$ cat src/rtl/coremem_arbiter.sv
// Two-master (instruction fetch m0, load/store m1) arbiter onto one req/gnt/rvalid memory port.
// Define COREMEM_ARB_FIXED_PRIO_EN for fixed priority to m1; default build uses round-robin.
module coremem_arbiter #(
   parameter int unsigned ADDR_W    = 32,
   parameter int unsigned DATA_W    = 32,
   parameter int unsigned MAX_OUTST = 2
) (
   input  logic                clk_i,
   input  logic                rst_ni,

   input  logic                m0_req_i,
   input  logic [ADDR_W-1:0]   m0_addr_i,
   input  logic                m0_we_i,
   input  logic [DATA_W/8-1:0] m0_be_i,
   input  logic [DATA_W-1:0]   m0_wdata_i,
   output logic                m0_gnt_o,
   output logic                m0_rvalid_o,
   output logic [DATA_W-1:0]   m0_rdata_o,

   input  logic                m1_req_i,
   input  logic [ADDR_W-1:0]   m1_addr_i,
   input  logic                m1_we_i,
   input  logic [DATA_W/8-1:0] m1_be_i,
   input  logic [DATA_W-1:0]   m1_wdata_i,
   output logic                m1_gnt_o,
   output logic                m1_rvalid_o,
   output logic [DATA_W-1:0]   m1_rdata_o,

   output logic                mem_req_o,
   output logic [ADDR_W-1:0]   mem_addr_o,
   output logic                mem_we_o,
   output logic [DATA_W/8-1:0] mem_be_o,
   output logic [DATA_W-1:0]   mem_wdata_o,
   input  logic                mem_gnt_i,
   input  logic                mem_rvalid_i,
   input  logic [DATA_W-1:0]   mem_rdata_i,

   output logic                err_o
);

   localparam int unsigned CNT_W = $clog2(MAX_OUTST + 1);
   localparam int unsigned PTR_W = (MAX_OUTST > 1) ? $clog2(MAX_OUTST) : 1;
   localparam logic [CNT_W-1:0] CNT_MAX  = CNT_W'(MAX_OUTST);
   localparam logic [PTR_W-1:0] PTR_LAST = PTR_W'(MAX_OUTST - 1);

   typedef enum logic {
      SEL_M0 = 1'b0,
      SEL_M1 = 1'b1
   } master_e;

   master_e          sel;
   master_e          head_id;
   master_e          id_q [MAX_OUTST];
   logic [PTR_W-1:0] wr_ptr;
   logic [PTR_W-1:0] rd_ptr;
   logic [CNT_W-1:0] cnt;
   logic             cnt_nz;
   logic             can_accept;
   logic             handshake;
   logic             pop;

   function automatic logic [PTR_W-1:0] ptr_inc(input logic [PTR_W-1:0] p);
      return (p == PTR_LAST) ? '0 : p + PTR_W'(1);
   endfunction

`ifdef COREMEM_ARB_FIXED_PRIO_EN
   // NOTE: every variable gets a default before any branch so no latch is inferred.
   always_comb begin
      sel = SEL_M0;
      if (m1_req_i) sel = SEL_M1;
   end
`else
   master_e rr_ptr;

   always_comb begin
      sel = SEL_M0;
      if (m0_req_i && m1_req_i) sel = rr_ptr;
      else if (m1_req_i)        sel = SEL_M1;
   end

   // Pointer moves only on a handshake, so a stalled request keeps its selection.
   always_ff @(posedge clk_i) begin
      if (!rst_ni)        rr_ptr <= SEL_M0;
      else if (handshake) rr_ptr <= master_e'(~sel);
   end
`endif

   // A response retiring this cycle frees its slot for a same-cycle grant.
   assign cnt_nz     = (cnt != '0);
   assign pop        = mem_rvalid_i & cnt_nz;
   assign can_accept = (cnt < CNT_MAX) | pop;

   assign mem_req_o   = (m0_req_i | m1_req_i) & can_accept;
   assign mem_addr_o  = (sel == SEL_M1) ? m1_addr_i  : m0_addr_i;
   assign mem_we_o    = (sel == SEL_M1) ? m1_we_i    : m0_we_i;
   assign mem_be_o    = (sel == SEL_M1) ? m1_be_i    : m0_be_i;
   assign mem_wdata_o = (sel == SEL_M1) ? m1_wdata_i : m0_wdata_i;

   assign handshake = mem_req_o & mem_gnt_i;
   assign m0_gnt_o  = handshake & (sel == SEL_M0);
   assign m1_gnt_o  = handshake & (sel == SEL_M1);

   assign head_id     = id_q[rd_ptr];
   assign m0_rvalid_o = pop & (head_id == SEL_M0);
   assign m1_rvalid_o = pop & (head_id == SEL_M1);
   assign m0_rdata_o  = mem_rdata_i;
   assign m1_rdata_o  = mem_rdata_i;

   // NOTE: sequential state uses non-blocking assignments so every flop samples pre-edge values.
   always_ff @(posedge clk_i) begin
      if (!rst_ni) begin
         wr_ptr <= '0;
         rd_ptr <= '0;
         cnt    <= '0;
         err_o  <= 1'b0;
      end else begin
         if (handshake) wr_ptr <= ptr_inc(wr_ptr);
         if (pop)       rd_ptr <= ptr_inc(rd_ptr);
         case ({handshake, pop})
            2'b10:   cnt <= cnt + CNT_W'(1);
            2'b01:   cnt <= cnt - CNT_W'(1);
            default: cnt <= cnt;
         endcase
         if (mem_rvalid_i && !cnt_nz) err_o <= 1'b1;
      end
   end

   // NOTE: ID storage is not reset; slots are only read after being written, guarded by cnt.
   always_ff @(posedge clk_i) begin
      if (handshake) id_q[wr_ptr] <= sel;
   end

   gnt_onehot_a: assert property (@(posedge clk_i) disable iff (!rst_ni)
      !(m0_gnt_o && m1_gnt_o));

   cnt_bound_a: assert property (@(posedge clk_i) disable iff (!rst_ni)
      cnt <= CNT_MAX);

endmodule

$ cat config.mk
export PLATFORM = sky130hd
export DESIGN_NAME = coremem_arbiter
export DESIGN_NICKNAME = d
export VERILOG_FILES = /design/src/rtl/coremem_arbiter.sv
export SDC_FILE = /design/constraint.sdc
export NUM_CORES = 1
export LEC_CHECK = 0
export BUFFER_PORTS_ARGS = -buffer_cell sky130_fd_sc_hd__buf_2
export CORE_AREA = 2 2 122 124
export DETAILED_ROUTE_END_ITERATION = 6
export DIE_AREA = 0 0 124 126
export RECOVER_POWER = 25
export SLEW_MARGIN = 15
export SYNTH_ARGS = -nofsm -noshare
export SYNTH_HDL_FRONTEND = slang
export SYNTH_SLANG_ARGS = --single-unit
$ cat constraint.sdc
create_clock -name clk_i -period 3.3 [get_ports clk_i]
set_input_delay 0 -clock clk_i [delete_from_list [all_inputs] [get_ports clk_i]]
set_output_delay 0 -clock clk_i [all_outputs]
set_load 0.1 [all_outputs]
==> results.sh, run 1 <==
export IMPL_place_gp_congestion=0.7524
export IMPL_drive_gt1_frac=0.8635
export IMPL_syn2layout_area_growth_pct=37.91
export IMPL_worstHoldPathCells=0
export IMPL_wire_per_inst_um=14.25
export IMPL_path_clk_slew_ns=0.04
export IMPL_power_leakage_nw=1.604
export IMPL_syn_nets=362
export IMPL_tightest_slew_ns=0.6907
export IMPL_skew_ns=0.0009985
export IMPL_worstSetupEndpointType="primary output"
export IMPL_hold_class="in -> out"
export IMPL_critPathArrivalTime_ns=2.27
export IMPL_crit_path_end="mem_addr_o[4]"
export IMPL_grt_overflow=0
export IMPL_hpwl_um=6343
export IMPL_period_share=0.6871
export IMPL_first_global_vias=1751
export IMPL_synth_area_um2=2076
export IMPL_pwr_share_clk=0.142
export IMPL_cts_tree="built"
export IMPL_antenna_found_initial=0
export IMPL_synth_top_flop_cell="dfxtp_1"
export IMPL_seq_power_share=0.110
export IMPL_postRouteAntennaNets=0
export IMPL_design_final_nets=515
export IMPL_drt_pass1_iter_count=4
export IMPL_via_per_inst=3.507
export IMPL_rsz0062_at_grt="false"
export IMPL_root_buffer="clkbuf_16"
export IMPL_timing_fmax_mhz=441.0
export IMPL_setup_viol=0
export IMPL_r2r_start="cnt[1]"
export IMPL_reg2reg_slack_ns=1.51
export IMPL_maxSlewHeadroom=0.5375
export IMPL_cts_hold_buffers=0
export IMPL_synth_edf_count=2
export IMPL_combPwrFrac=0.747
export IMPL_num_antenna_cells=0
export IMPL_yosys_cell_types_count=24
export IMPL_fp_dieW_um=124
export IMPL_ys_ff_latch=9
export IMPL_placementRows=44
export IMPL_outcome="completed"
export IMPL_r2r_end="cnt[1]"
export IMPL_synth_common_cells="67 x mux2_4, 64 x buf_4, 9 x nor2_1"
export IMPL_drt_iter0_drc=46
export IMPL_synth_area_leaders="mux2_4 48%, buf_4 23%, buf_12 7.7%"
export IMPL_via_count=1827
export IMPL_reg2reg_depth=5
export IMPL_final_cell_count_no_fill=521
export IMPL_yosysTopAreaCell="mux2_4"
export IMPL_io_pins=315
export IMPL_cts_htree_levels=1
export IMPL_setup_tns_ns=0
export IMPL_die_h_um=126
export IMPL_path_cells="nand2b_1 -> and2_4 -> buf_4 -> mux2_4 -> buf_2"
export IMPL_cp_start_kind="flip-flop"
export IMPL_yosysWarnings=0
export IMPL_grt_max_degree=35
export IMPL_synthCells=185
export IMPL_core_area_um2=14310
export IMPL_ir_worst_vdd_v=0.0003165
export IMPL_cts_made_buffers=3
export IMPL_worst_path_max_delay_cell="and2_4"
export IMPL_crit_required_ns=3.30
export IMPL_insertion_delay_ns=0.23
export IMPL_cp_max_fo=34
export IMPL_post_cts_resized=0
export IMPL_drcViolationCount=0
export IMPL_dieArea_um2=15620
export IMPL_crit_path_start="rr_ptr"
export IMPL_clock_sinks=9
export IMPL_p_sw_frac=0.6057
export IMPL_avgSynthCellArea_um2=11.22
export IMPL_synth_most_common_cell="mux2_4"
export IMPL_crit_type="reg -> out"
export IMPL_wl_um=7426
export IMPL_postCtsSetupRepairBufs=0
export IMPL_period_minus_slack_ns=2.267
export IMPL_yosysTopAreaCellShare=0.4846
export IMPL_power_switching_mw=0.8994
export IMPL_cap_violations=0
export IMPL_power_density_nw_per_um2=518.7
export IMPL_hold_viol_final=0
export IMPL_io_buffers=218
export IMPL_cpPeakStageDelay_ns=0.56
export IMPL_placed_cells=517
export IMPL_grt_pass1_wl_um=9618
export IMPL_maxSlewViolCount=0
export IMPL_clockBufferDepth=2
export IMPL_initial_core_util=0.1450
export IMPL_grt_usage=0.08031
export IMPL_ys_async_sr_fraction=0
export IMPL_yosysSeqAreaShare=0.09644
export IMPL_internal_power_mw=0.5856
## routing by layer
metal	routed length, um	global-route usage	vias up
met2	3407	0.1380	146
li1	-	-	871
met4	48	0.01322	0
met5	0	0	-
met1	2997	0.09858	806
met3	972	0.02627	4
## cells by family (layout without fill, tap and decap cells)
logic type,after synthesis,in the layout,synth area share
xor+xnor,3,3,0.01266
flops,9,9,0.09644
compound gates,8,8,0.02471
buf+inv,76,228,0.3158
simple gates,17,17,0.03918
mux,71,71,0.5051
fa+ha+maj,1,1,0.006027
## final cells by class
| cell class | count | area, um2 |
|---|---|---|
| timing repair buffer | 220 | 1119 |
| clock buffer | 4 | 78.83 |
| tap | 184 | 230.2 |
| sequential | 9 | 200.2 |
| fill | 1613 | 11450 |
| multi-input combinational | 100 | 1220 |
| inverter | 4 | 15.01 |
## worst max-delay path, delay by kind of cell (launching register included)
kind	cells	cell delay [ns]
flops	1	0.33
simple gates	2	0.69
buf+inv	2	0.67
mux	1	0.33
## how the worst min path moves through the flow
stage                          startpoint        endpoint  slack, ns
after global placement    mem_rdata_i[13]  m0_rdata_o[13]      0.001
after CTS                 mem_rdata_i[13]  m0_rdata_o[13]      0.001
after detailed placement  mem_rdata_i[13]  m0_rdata_o[13]      0.001
after floorplan              mem_rvalid_i           err_o       0.14
after global routing      mem_rdata_i[23]  m0_rdata_o[23]     0.0002
final                     mem_rdata_i[10]  m0_rdata_o[10]    0.00006
## stage by stage
stage	worst slack [ns]	utilization	hold slack [ns]	total power, mW	cell area (um2)
floorplan	1.096	-	0.1407	1.490	2076
global placement	1.280	0.1945	0.0009937	1.275	2784
detailed placement	1.260	0.1945	0.0009937	1.277	2784
CTS	0.9954	0.2000	0.0009937	1.497	2863
global route	0.9273	0.2000	0.0002133	1.542	2863
finish	1.033	0.2000	0.00005622	1.485	2863
## power by group through the flow
stage / registers (mW) / logic, mW / clock network [mW]
4_1_cts: 0.164 / 1.12 / 0.217
3_3_place_gp: 0.164 / 1.11 / 0
3_5_place_dp: 0.165 / 1.11 / 0
6_report: 0.164 / 1.11 / 0.211
5_1_grt: 0.166 / 1.15 / 0.224
2_1_floorplan: 0.184 / 1.31 / 0
## cells in the final DEF, fill, tap and decap left out, types with 3 or more instances in the layout
master and instances:
inv_1 4, mux2_4 67, nor2_1 9, dfxtp_1 7, buf_2 218, clkbuf_16 3
Note: power is estimated with default switching activity, not from simulation.
==> run 2: changes to the inputs <==
--- a/config.mk
+++ b/config.mk
@@ -6,9 +6,9 @@
 export NUM_CORES = 1
 export LEC_CHECK = 0
 export BUFFER_PORTS_ARGS = -buffer_cell sky130_fd_sc_hd__buf_2
-export CORE_AREA = 2 2 122 124
+export CORE_AREA = 2 2 121 123
 export DETAILED_ROUTE_END_ITERATION = 6
-export DIE_AREA = 0 0 124 126
+export DIE_AREA = 0 0 123 125
 export RECOVER_POWER = 25
 export SLEW_MARGIN = 15
 export SYNTH_ARGS = -nofsm -noshare
==> constraint.sdc (replaced) <==
create_clock -name clk_i -period 1.9 [get_ports clk_i]
set_input_delay 0 -clock clk_i [delete_from_list [all_inputs] [get_ports clk_i]]
set_output_delay 0 -clock clk_i [all_outputs]
set_load 0.1 [all_outputs]
==> results.sh, run 2 (same netlist as run 1, synthesis figures left out) <==
export IMPL_crit_required_ns=1.90
export IMPL_crit_type="reg -> out"
export IMPL_clock_sinks=9
export IMPL_core_area_um2=14200
export IMPL_cpPeakStageDelay_ns=0.40
export IMPL_via_per_inst=3.533
export IMPL_timing_fmax_mhz=554.7
export IMPL_die_h_um=125
export IMPL_maxSlewHeadroom=0.6624
export IMPL_setup_ws_ns=0.09708
export IMPL_dieArea_um2=15380
export IMPL_cp_common_cell="buf_12"
export IMPL_cp_start_kind="flip-flop"
export IMPL_layout_commonest_cell="buf_2"
export IMPL_root_buffer="clkbuf_16"
export IMPL_reg2reg_slack_ns=0.33
export IMPL_drt_iter0_drc=45
export IMPL_place_gp_congestion=0.7280
export IMPL_drive_gt1_frac=0.8725
export IMPL_crit_buf_inv=2
export IMPL_maxSlewViolCount=0
export IMPL_postRouteAntennaNets=0
export IMPL_outcome="completed"
export IMPL_critPathArrivalTime_ns=1.80
export IMPL_r2r_start="cnt[0]"
export IMPL_cp_top_family="buffers and inverters"
export IMPL_placementRows=44
export IMPL_drcViolationCount=0
export IMPL_grt_usage=0.08457
export IMPL_cts_tree="built"
export IMPL_fillers=1455
export IMPL_regArea_um2=200.2
export IMPL_design_final_nets=523
export IMPL_grt_pass1_wl_um=10090
export IMPL_dp_slack_ns=0.2986
export IMPL_setup_tns_ns=0
export IMPL_hold_viol_final=0
export IMPL_period_minus_slack_ns=1.803
export IMPL_num_antenna_cells=0
export IMPL_reg2reg_depth=5
export IMPL_rsz0062_at_grt="false"
export IMPL_wire_per_inst_um=14.12
export IMPL_worstHoldPathCells=0
export IMPL_multi_input_area_um2=1225
export IMPL_min_from="mem_rdata_i[30]"
export IMPL_hpwl_um=6208
export IMPL_tightest_slew_ns=0.5099
export IMPL_setup_viol=0
export IMPL_placed_area_um2=3867
export IMPL_io_buffers=218
export IMPL_antenna_found_initial=0
export IMPL_io_pins=315
export IMPL_grt_overflow=0
export IMPL_power_leakage_nw=2.029
export IMPL_cts_made_buffers=3
export IMPL_final_cell_mix="148 x buf_2, 72 x buf_12, 67 x mux2_4"
export IMPL_ir_worst_vdd_v=0.001015
export IMPL_skew_ns=0.001533
export IMPL_drt_pass1_iter_count=3
export IMPL_path_clk_slew_ns=0.04
export IMPL_first_global_vias=1814
export IMPL_hold_class="in -> out"
export IMPL_syn2layout_area_growth_pct=92.28
export IMPL_grt_max_degree=29
export IMPL_power_mw=3.090
export IMPL_final_core_util=0.2810
export IMPL_period_share=0.9489
export IMPL_worst_path_max_delay_cell="mux2_1"
export IMPL_via_count=1869
export IMPL_worstSetupEndpointType="primary output"
export IMPL_initial_core_util=0.1461
export IMPL_cap_violations=0
export IMPL_power_density_nw_per_um2=774.1
export IMPL_final_cell_area_um2=3991
export IMPL_insertion_delay_ns=0.23
export IMPL_fp_dieW_um=123
export IMPL_cp_max_fo=27
export IMPL_cp_depth=5
export IMPL_clockBufferDepth=2
export IMPL_cts_htree_levels=1
export IMPL_wl_um=7470
export IMPL_crit_path_start="rr_ptr"
export IMPL_path_cells="nand2b_1 -> and2_4 -> buf_12 -> mux2_1 -> buf_12"
-- run 2: changes by cell type in the layout (fill, tap and decap cells not counted), sizes merged --
cell and delta:
buf +8
-- run 2: routing by layer --
metal / vias up / track usage / wire length (um)
li1: 886 / - / -
met1: 824 / 0.09890 / 2750
met2: 153 / 0.1394 / 3523
met3: 6 / 0.04015 / 1111
met4: 0 / 0.01939 / 84
met5: - / 0 / 0
-- run 2: worst paths after layout --
kind                     end
max          mem_wdata_o[13]
min           m0_rdata_o[30]
max reg2reg           cnt[1]
min reg2reg           rr_ptr
-- run 2: cell type report --
type | count | area share
Clock buffer | 4 | 0.01975
Inverter | 4 | 0.003762
Multi-Input combinational cell | 100 | 0.3069
Sequential cell | 9 | 0.05016
Tap cell | 184 | 0.05768
Timing Repair Buffer | 228 | 0.5618
-- run 2: power breakdown --
part | switching [mW] | internal, mW | leakage, nW | total, mW
registers | 0.0321 | 0.248 | 0.0767 | 0.280
logic | 1.52 | 0.926 | 1.91 | 2.44
clock network | 0.0876 | 0.280 | 0.0382 | 0.368
-- run 2: timing repair --
item,in CTS,in global routing
setup endpoints to repair,0,2
resized for setup,0,0
setup buffers,0,6
hold buffers,0,0
endpoints found under the hold margin,0,0
-- run 2: per-stage QoR --
step / hold WS (ns) / std cells
detailed placement: 0.0009937 / 519
CTS: 0.0009937 / 523
floorplan: 0.1407 / 185
global placement: 0.0009937 / 519
global route: 0.0002100 / 529
finish: 0.00005622 / 529
